## src/rtl/seg_display_driver.sv

```systemverilog
// Multi-digit 7-segment driver: captures a binary value, converts it to BCD one bit per
// cycle (double dabble), then commits decoded segment patterns. Optional blink gating: SEG_DISPLAY_BLINK_EN.
module seg_display_driver #(
  parameter int NUM_DIGITS = 4,
  parameter int BIN_WIDTH  = 14,
  parameter int ACTIVE_LOW = 1
`ifdef SEG_DISPLAY_BLINK_EN
  , parameter int BLINK_DIV = 25_000_000
`endif
) (
  input  logic                    clk,
  input  logic                    rst,
  input  logic                    load,
  input  logic [BIN_WIDTH-1:0]    bin_value,
  input  logic                    blank_lz,
`ifdef SEG_DISPLAY_BLINK_EN
  input  logic                    blink,
`endif
  output logic                    busy,
  output logic                    done,
  output logic                    overflow,
  output logic [7*NUM_DIGITS-1:0] segments
);

  localparam int BCD_W   = 4 * NUM_DIGITS + 4;
  localparam int SHIFT_W = BCD_W + BIN_WIDTH;
  localparam int SEG_W   = 7 * NUM_DIGITS;
  localparam int CNT_W   = $clog2(BIN_WIDTH + 1);

  function automatic int unsigned pow10(input int n);
    int unsigned r;
    r = 1;
    for (int i = 0; i < n; i++) r = r * 10;
    return r;
  endfunction

  localparam logic [31:0] MAX_VAL = 32'(pow10(NUM_DIGITS) - 1);

  // Patterns are defined active-low {g..a} and inverted once here for the other polarity.
  localparam logic [6:0] POL_MASK  = (ACTIVE_LOW != 0) ? 7'h00 : 7'h7F;
  localparam logic [6:0] BLANK_PAT = 7'h7F ^ POL_MASK;
  localparam logic [6:0] DASH_PAT  = 7'h3F ^ POL_MASK;

  function automatic logic [6:0] decode(input logic [3:0] nib);
    logic [6:0] p;
    case (nib)
      4'd0:    p = 7'b1000000;
      4'd1:    p = 7'b1111001;
      4'd2:    p = 7'b0100100;
      4'd3:    p = 7'b0110000;
      4'd4:    p = 7'b0011001;
      4'd5:    p = 7'b0010010;
      4'd6:    p = 7'b0000010;
      4'd7:    p = 7'b1111000;
      4'd8:    p = 7'b0000000;
      4'd9:    p = 7'b0010000;
      default: p = 7'b1111111;
    endcase
    return p ^ POL_MASK;
  endfunction

  typedef enum logic [1:0] {
    ST_IDLE   = 2'd0,
    ST_CONV   = 2'd1,
    ST_COMMIT = 2'd2
  } state_t;

  state_t               state_q, state_d;
  logic [SHIFT_W-1:0]   shift_q, shift_d;
  logic [CNT_W-1:0]     cnt_q, cnt_d;
  logic                 blank_lz_q, blank_lz_d;
  logic                 pend_ovf_q, pend_ovf_d;
  logic                 ovf_q, ovf_d;
  logic [SEG_W-1:0]     seg_q, seg_d;
  logic                 busy_q, busy_d;
  logic                 done_q, done_d;
  logic [SHIFT_W-1:0]   adj;
  logic [SEG_W-1:0]     disp_pat;
  logic [3:0]           nib;
  logic                 lz_run;

  always_ff @(posedge clk or posedge rst) begin
    if (rst) begin
      state_q    <= ST_IDLE;
      shift_q    <= '0;
      cnt_q      <= '0;
      blank_lz_q <= 1'b0;
      pend_ovf_q <= 1'b0;
      ovf_q      <= 1'b0;
      seg_q      <= {NUM_DIGITS{BLANK_PAT}};
      busy_q     <= 1'b0;
      done_q     <= 1'b0;
    end else begin
      state_q    <= state_d;
      shift_q    <= shift_d;
      cnt_q      <= cnt_d;
      blank_lz_q <= blank_lz_d;
      pend_ovf_q <= pend_ovf_d;
      ovf_q      <= ovf_d;
      seg_q      <= seg_d;
      busy_q     <= busy_d;
      done_q     <= done_d;
    end
  end

  // Decode the BCD field of the shift register; digits above the leading nonzero one
  // blank when requested, digit 0 always shows.
  always_comb begin
    disp_pat = '0;
    lz_run   = blank_lz_q;
    nib      = '0;
    for (int k = NUM_DIGITS - 1; k >= 0; k--) begin
      nib = shift_q[BIN_WIDTH + 4*k +: 4];
      if (pend_ovf_q) begin
        disp_pat[7*k +: 7] = DASH_PAT;
      end else if (lz_run && (nib == 4'd0) && (k != 0)) begin
        disp_pat[7*k +: 7] = BLANK_PAT;
      end else begin
        disp_pat[7*k +: 7] = decode(nib);
        lz_run = 1'b0;
      end
    end
  end

  // Handshake: load is a one-cycle request taken only while busy=0 in IDLE; anything
  // else is dropped. busy covers the whole conversion including the done cycle.
  always_comb begin
    state_d    = state_q;
    shift_d    = shift_q;
    cnt_d      = cnt_q;
    blank_lz_d = blank_lz_q;
    pend_ovf_d = pend_ovf_q;
    ovf_d      = ovf_q;
    seg_d      = seg_q;
    busy_d     = (state_q != ST_IDLE);
    done_d     = 1'b0;
    adj        = shift_q;
    case (state_q)
      ST_IDLE: begin
        if (load && !busy_q) begin
          shift_d    = {{BCD_W{1'b0}}, bin_value};
          cnt_d      = '0;
          blank_lz_d = blank_lz;
          pend_ovf_d = (32'(bin_value) > MAX_VAL);
          state_d    = ST_CONV;
        end
      end
      ST_CONV: begin
        for (int j = 0; j <= NUM_DIGITS; j++) begin
          if (adj[BIN_WIDTH + 4*j +: 4] >= 4'd5)
            adj[BIN_WIDTH + 4*j +: 4] = adj[BIN_WIDTH + 4*j +: 4] + 4'd3;
        end
        shift_d = {adj[SHIFT_W-2:0], 1'b0};
        cnt_d   = cnt_q + CNT_W'(1);
        if (cnt_q == CNT_W'(BIN_WIDTH - 1)) state_d = ST_COMMIT;
      end
      ST_COMMIT: begin
        seg_d   = disp_pat;
        ovf_d   = pend_ovf_q;
        done_d  = 1'b1;
        state_d = ST_IDLE;
      end
      default: state_d = ST_IDLE;
    endcase
  end

  assign busy     = busy_q;
  assign done     = done_q;
  assign overflow = ovf_q;

`ifdef SEG_DISPLAY_BLINK_EN
  localparam int BCNT_W = (BLINK_DIV > 1) ? $clog2(BLINK_DIV) : 1;

  logic [BCNT_W-1:0] bcnt_q;
  logic              phase_q;

  always_ff @(posedge clk or posedge rst) begin
    if (rst) begin
      bcnt_q  <= '0;
      phase_q <= 1'b0;
    end else if (bcnt_q == BCNT_W'(BLINK_DIV - 1)) begin
      bcnt_q  <= '0;
      phase_q <= ~phase_q;
    end else begin
      bcnt_q  <= bcnt_q + BCNT_W'(1);
    end
  end

  assign segments = (blink && phase_q) ? {NUM_DIGITS{BLANK_PAT}} : seg_q;
`else
  assign segments = seg_q;
`endif

endmodule
```

## config.mk

```make
export PLATFORM = sky130hd
export DESIGN_NAME = seg_display_driver
export DESIGN_NICKNAME = d
export VERILOG_FILES = /design/src/rtl/seg_display_driver.sv
export SDC_FILE = /design/constraint.sdc
export NUM_CORES = 1
export LEC_CHECK = 0
export BUFFER_PORTS_ARGS = -buffer_cell sky130_fd_sc_hd__buf_2
export CORE_AREA = 2 2 87 89
export CTS_CLUSTER_DIAMETER = 120
export DETAILED_ROUTE_END_ITERATION = 7
export DIE_AREA = 0 0 89 91
export PLACE_DENSITY = 0.75
export SYNTH_ARGS = -nofsm -noshare
export SYNTH_HDL_FRONTEND = slang
export SYNTH_SLANG_ARGS = --single-unit
```

## constraint.sdc

```tcl
create_clock -name clk -period 3.5 [get_ports clk]
set_input_delay 0.525 -clock clk [delete_from_list [all_inputs] [get_ports clk]]
set_output_delay 0.525 -clock clk [all_outputs]
set_load 0.02 [all_outputs]
```

==> metrics.txt, run 1 <==
Iter 0 DRT Violations 124; register share of total power 38.1%; Crit path largest cell delay 730 ps; part of the cycle the worst path needs 63.6%; clock sinks 69; largest family of logic cells by synthesized area compound AO/OA/AOI/OAI gates; Highest Signal Layer met4; Post-synth EDFFs 0; max-slew violations 0; Nets 499; dpl cells 543; pre-CTS setup slack 1300 ps; synthesized area per cell 9.28 um^2; per-cell routed wire length 14.2 um; core area 7140 um^2; peak supply drop 0.000377 V; Synth Area in Compound Gates 20.4%; CP max stage cell clkinv_1; PostCTS Resize Cnt 0; CTS tree built; Critical Path AT 2490 ps; total of max-cap violations 0; Reg clk slew, reported paths 80 ps; Adder-Cell Fraction of Synth Area 8.49%; max_slew headroom 31.6%; prevailing post-synth register cell dfrtp_1; Yosys warnings 0; fmax 449 MHz; Worst EP required 3760 ps; GP Congestion 0.847; unrepaired setup endpoints after global routing false; Tot Pwr 4.30 mW; Sequential Area 1760 um^2; DRC errors left 0; vias in the first global route 2994; # rows 31; Routed Antenna Nets 0; met3 wire len 267 um; Die ar. 8100 um^2; vias per cell 5.47; GRT overflow 0; Power Internal 2.42 mW; Initial Util 53.7%; # fillers 658; Die X 89 um; clock buffer depth 2; simple-gate share of the synthesized area 17.8%; I/O pins 49; Total Wirelength 7950 um; Net Sw Frac 43.7%; share of cells above drive strength 1 23.9%; Logic pwr share 46.4%; multiplexer area fraction after synthesis 1.31%; Mapped Area 3830 um^2; die height 91 um; via count 3058; crit-path cells nand2b_1 -> clkinv_1 -> o21a_1 -> a21oi_1; Synthesized Nets 457; initial antenna violation count 0; largest net degree at the start of global routing 52; area of the multi-input gates 1890 um^2; drt first pass iters 4; final setup TNS 0 ps; WL met1 3630 um; synthesized flop and latch total 69; min cycle time layout 2230 ps; Area Overhead vs Synth 13.6%; NetSw 1.88 mW; dpl cell area 4150 um^2; pwr/cell area 987 nW/um^2; TritonCTS Buffers 9; status finished, final reports clean; first-pass GRT wire length 13800 um; CTS H-tree lvls 3; post-synthesis xor/xnor area fraction 1.14%; Setup Crit Path Kind register to register; Clock Power Share 15.5%; Worst Setup End Kind register; PortBufs 48; setup violators final 0; worst-path fanout max 27; Pleak 1.98 nW; fraction of registers with async set/reset 100%; Slew @ Worst Pin 1030 ps; GRT Util Overall 21.5%; final hold violation count 0; DP HPWL 5440 um; clk_lat worst skew 340 ps; Layout Skew 9.81 ps; final worst slack 1270 ps; sequential fraction of the synthesis area 46.0%; Netlist cell types 48; post-route cell area 4350 um^2; Gate Count Post-Synth 413; ant diodes 0; Post-CTS Hold Buffers 0; post-CTS setup buffer count 0; met2 wire len 3950 um; fin cells 559; Hold Path Class input port to register; crit start category register; Root Buffer clkbuf_8
[path summary, 6_finish.rpt]
path,cells after the start,slack (ps),end,startpoint
min,3,380,blank_lz_q$_DFFE_PP0P_,blank_lz
min in group asynchronous,2,410,shift_q[0]$_DFFE_PP0P_,rst
min reg2reg,1,480,cnt_q[3]$_DFFE_PP0P_,cnt_q[3]$_DFFE_PP0P_
max,4,1270,segments[7]$_DFFE_PP1P_,state_q[0]$_DFFE_PP0P_
max in group asynchronous,3,2260,segments[9]$_DFFE_PP1P_,rst
max reg2reg,4,1270,segments[7]$_DFFE_PP1P_,state_q[0]$_DFFE_PP0P_
[final cells by class]
class                   count  share of cell area (%)
clock buffers              13                    3.65
clock inverters             3                    1.04
inverters                  22                    1.90
multi-input cells         299                    43.5
flip-flops and latches     69                    40.5
well taps                  99                    2.85
repair buffers             54                    6.56
[state kept, by name, indices dropped and copies added, names as in the netlist]
register and flops:
done 1, overflow 1, shift_q 30, state_q 2, blank_lz_q 1, pend_ovf_q 1
segments 28, busy 1, cnt_q 4
[metal layers]
layer / GRT usage, % / up-vias
met5: 0 / -
met4: 8.83 / 0
met3: 3.09 / 7
met2: 34.8 / 53
met1: 28.5 / 1472
li1: - / 1526
[cell usage in the layout (no fill, tap or decap), drive strengths merged, types with 4 or more instances in the layout]
| cell type | instances |
|---|---|
| nand2 | 56 |
| buf | 54 |
| dfrtp | 41 |
| nor2 | 36 |
| a21oi | 36 |
| o21ai | 34 |
| dfstp | 28 |
| ha | 26 |
| inv | 21 |
| nand3 | 15 |
| a22oi | 14 |
| clkbuf | 13 |
| nand2b | 10 |
| o22a | 10 |
| nor3b | 7 |
| mux2i | 5 |
| a31oi | 5 |
| o211ai | 5 |
| nor3 | 4 |
| xnor2 | 4 |
[cells in the mapped netlist (2+ instances only)]
cell type,n,area [um^2]
a211oi_1,2,15.0
a21o_1,3,22.5
a21oi_1,36,180
a22o_1,2,17.5
a22oi_1,14,105
a31oi_1,5,31.3
and2_1,3,18.8
buf_1,2,7.51
buf_2,9,45.0
clkbuf_1,11,41.3
dfrtp_1,41,1030
dfstp_2,28,736
ha_1,26,325
inv_1,21,78.8
mux2i_1,5,50.1
nand2_1,56,210
nand2b_1,10,62.6
nand3_1,7,35.0
nand3_2,8,80.1
nor2_1,36,135
nor2b_1,3,18.8
nor3_1,4,20.0
nor3b_1,6,45.0
o211ai_1,4,30.0
o21a_1,2,15.0
o21ai_0,26,130
o21ai_1,8,40.0
o22a_1,10,87.6
o22ai_1,2,12.5
o311ai_0,2,17.5
xnor2_1,4,35.0
[power groups by stage]
stage	logic [mW]	clock network [mW]	registers (mW)
after floorplan	1.44	0	1.68
after detailed placement	1.98	0	1.64
after global placement	1.92	0	1.63
after CTS	2.00	0.677	1.63
after global routing	2.27	0.716	1.70
final	2.00	0.664	1.64
[critical path: cells and delay by family (launching register included)]
kind	cells	cell delay, ps
AND/OR/NAND/NOR	1	490
AO/OA/AOI/OAI	2	470
buffers and inverters	1	730
flip-flops	1	450
[cell families (layout without fill, tap and decap cells)]
kind of cell,count (synthesis),count (layout)
fa+ha+maj,26,26
compound gates,124,124
xor+xnor,5,5
mux,5,5
buf+inv,45,92
flops,69,69
simple gates,139,139
[stage by stage]
stage / hold slack (ps) / utilization, %
2_1_floorplan: 445 / -
4_1_cts: 379 / 61.0
5_1_grt: 396 / 61.0
3_3_place_gp: 458 / 58.1
6_report: 383 / 61.0
3_5_place_dp: 463 / 58.1
Power figures use the tool's default switching activity.
==> run 2, diff against run 1 <==
--- a/config.mk
+++ b/config.mk
@@ -5,11 +5,12 @@
 export SDC_FILE = /design/constraint.sdc
 export NUM_CORES = 1
 export LEC_CHECK = 0
+export ABC_AREA = 1
 export BUFFER_PORTS_ARGS = -buffer_cell sky130_fd_sc_hd__buf_2
-export CORE_AREA = 2 2 87 89
+export CORE_AREA = 2 2 88 90
 export CTS_CLUSTER_DIAMETER = 120
 export DETAILED_ROUTE_END_ITERATION = 7
-export DIE_AREA = 0 0 89 91
+export DIE_AREA = 0 0 90 92
 export PLACE_DENSITY = 0.75
 export SYNTH_ARGS = -nofsm -noshare
 export SYNTH_HDL_FRONTEND = slang
==> constraint.sdc (replaced) <==
create_clock -name clk -period 2.3 [get_ports clk]
set_input_delay 0.345 -clock clk [delete_from_list [all_inputs] [get_ports clk]]
set_output_delay 0.345 -clock clk [all_outputs]
set_load 0.02 [all_outputs]
==> metrics.txt, run 2 <==
fraction of registers with async set/reset 100% (unchanged); share of cells above drive strength 1 22.8% (-1.1 points); r2r endpoint shift_q[28]$_DFFE_PP0P_; status finished, final reports clean; TritonCTS Buffers 9 (unchanged); clk_lat worst skew 350 ps (about the same); Yosys warnings 0 (unchanged); Netlist cell types 29 (-40%); Synthesized Nets 547 (+20%); peak supply drop 0.000636 V (+69%); Gate Count Post-Synth 503 (+22%); area share of the largest cell type after synthesis 25.9% (-0.86 points); setup violators final 0 (unchanged); final setup TNS 0 ps (unchanged); Sequential Area 1760 um^2 (unchanged); Post-synth EDFFs 0 (unchanged); post-route cell area 4470 um^2 (+2.8%); Nets 595 (+19%); per-cell routed wire length 12.1 um (-15%); drt first pass iters 4 (unchanged); Layout Skew 12.5 ps (+2.72 ps); die height 92 um (+1.1%); synth top area cells dfrtp_1, dfstp_2, nand2_1; total of max-cap violations 0 (unchanged); synthesized area per cell 7.87 um^2 (-15%); min cycle time layout 1710 ps (-511 ps); WHS 28.5 ps (-354 ps); synthesized flop and latch total 69 (unchanged); CTS H-tree lvls 3 (unchanged); max-slew violations 0 (unchanged); DRC errors left 0 (unchanged); Critical Path AT 1930 ps (-560 ps); Setup Crit Path Kind register to register; pwr/cell area 1460 nW/um^2 (+48%); Pleak 2.25 nW (+14%); Worst Reg-to-Reg Cells 4 (unchanged); Iter 0 DRT Violations 179 (+44%); PortBufs 48 (unchanged); Commonest cells post-synth nand2_1, nor2_1, nand3_1; unrepaired setup endpoints after global routing false; Die ar. 8280 um^2 (+2.2%); area of the multi-input gates 1910 um^2 (+0.73%); clock buffer depth 2 (unchanged); # rows 32 (+3.2%); pre-CTS setup slack 564 ps (-738 ps); largest net degree at the start of global routing 33 (-37%); first-pass GRT wire length 14100 um (+2.3%); initial antenna violation count 0 (unchanged); # fillers 714 (+8.5%); final worst slack 586 ps (-689 ps); fmax 583 MHz (+30%); vias per cell 5.03 (-8.0%); max FFs per register 30 (unchanged); dpl cell area 4280 um^2 (+3.3%); Hold Path Class input port to async pin; part of the cycle the worst path needs 74.5% (+11 points); DP HPWL 5840 um (+7.3%); vias in the first global route 3147 (+5.1%); sequential fraction of the synthesis area 44.5% (-1.5 points); core area 7450 um^2 (+4.3%); Worst EP required 2520 ps (-1240 ps); most numerous cell in the Yosys netlist nand2_1; GRT Util Overall 20.6% (-0.81 points); worst-path fanout max 28 (+3.7%); Tot Pwr 6.52 mW (+52%); Initial Util 53.1% (-0.54 points); max_slew headroom 66.6% (+35 points); CTS tree built; Critical Path Sink shift_q[28]$_DFFE_PP0P_; GRT overflow 0 (unchanged); Post-CTS Hold Buffers 0 (unchanged); I/O pins 49 (unchanged); Die X 90 um (+1.1%); Layout Utilization 60.0% (-0.93 points); prevailing post-synth register cell dfrtp_1; fin cells 658 (+18%); Reg2Reg Setup Slack 590 ps (-690 ps); PostCTS Resize Cnt 0 (unchanged); Root Buffer clkbuf_8; via count 3312 (+8.3%); ant diodes 0 (unchanged); commonest non-fill, non-tap cells in the layout nand2_1, nor2_1, nand3_1, buf_2, inv_1; Area Overhead vs Synth 13.0%; most common cell after layout, fill and taps aside nand2_1; crit start category register; GP Congestion 0.868 (+2.5%); post-CTS setup buffer count 0 (unchanged); Mapped Area 3960 um^2 (+3.3%); reg2reg start state_q[1]$_DFFE_PP0P_; crit path launch state_q[1]$_DFFE_PP0P_; Reg clk slew, reported paths 70 ps (about the same); Top reg by flops shift_q; Total Wirelength 7980 um (+0.44%); area leader, netlist dfrtp_1; Routed Antenna Nets 0 (unchanged); dpl cells 642 (+18%); clock sinks 69 (unchanged); Worst Setup End Kind register; Slew @ Worst Pin 501 ps (-525 ps); final hold violation count 0 (unchanged)
[run 2: how the worst min path moves through the flow]
stage	startpoint	depth (start not counted)	to
2_1_floorplan	cnt_q[3]$_DFFE_PP0P_	1	cnt_q[3]$_DFFE_PP0P_
3_3_place_gp	rst	2	busy$_DFF_PP0_
3_5_place_dp	rst	2	shift_q[8]$_DFFE_PP0P_
4_1_cts	rst	2	shift_q[6]$_DFFE_PP0P_
5_1_grt	rst	2	busy$_DFF_PP0_
6_report	rst	2	shift_q[9]$_DFFE_PP0P_
[run 2: metal layers]
metal  vias to the layer above  part of all wire [%]  global-route usage [%]
met2                        61                    45                    33.3
li1                       1727                     -                       -
met5                         -                     0                       0
met3                        10                   3.6                    3.20
met4                         0                   1.4                    9.23
met1                      1514                    50                    27.7
[run 2: kinds of logic after synthesis]
group	Yosys count	synth area share, %
muxes	1	0.285
buffers and inverters	67	7.30
AOI/OAI and AO/OA	72	9.71
and+or+nand+nor	268	30.0
DFF	69	44.5
adders and majority gates	26	8.22
[run 2: layout make-up]
| type | instances | area share, % |
|---|---|---|
| flip-flops and latches | 69 | 39.4 |
| well taps | 102 | 2.85 |
| repair buffers | 54 | 6.66 |
| clock inverters | 6 | 1.37 |
| clock buffers | 10 | 2.85 |
| multi-input cells | 367 | 42.7 |
| inverters | 50 | 4.20 |
[run 2: worst max-delay path, cell delays in order (launching register included)]
cell and delay, ps:
dfrtp_1 430, nor2_2 430, nand2_4 280, nand2_2 310
o21ai_0 120
[run 2: where the power goes]
| group | switching, mW | leakage (nW) | internal, mW |
|---|---|---|---|
| registers | 0.453 | 0.806 | 1.87 |
| clock network | 0.458 | 0.101 | 0.500 |
| logic | 2.10 | 1.35 | 1.14 |
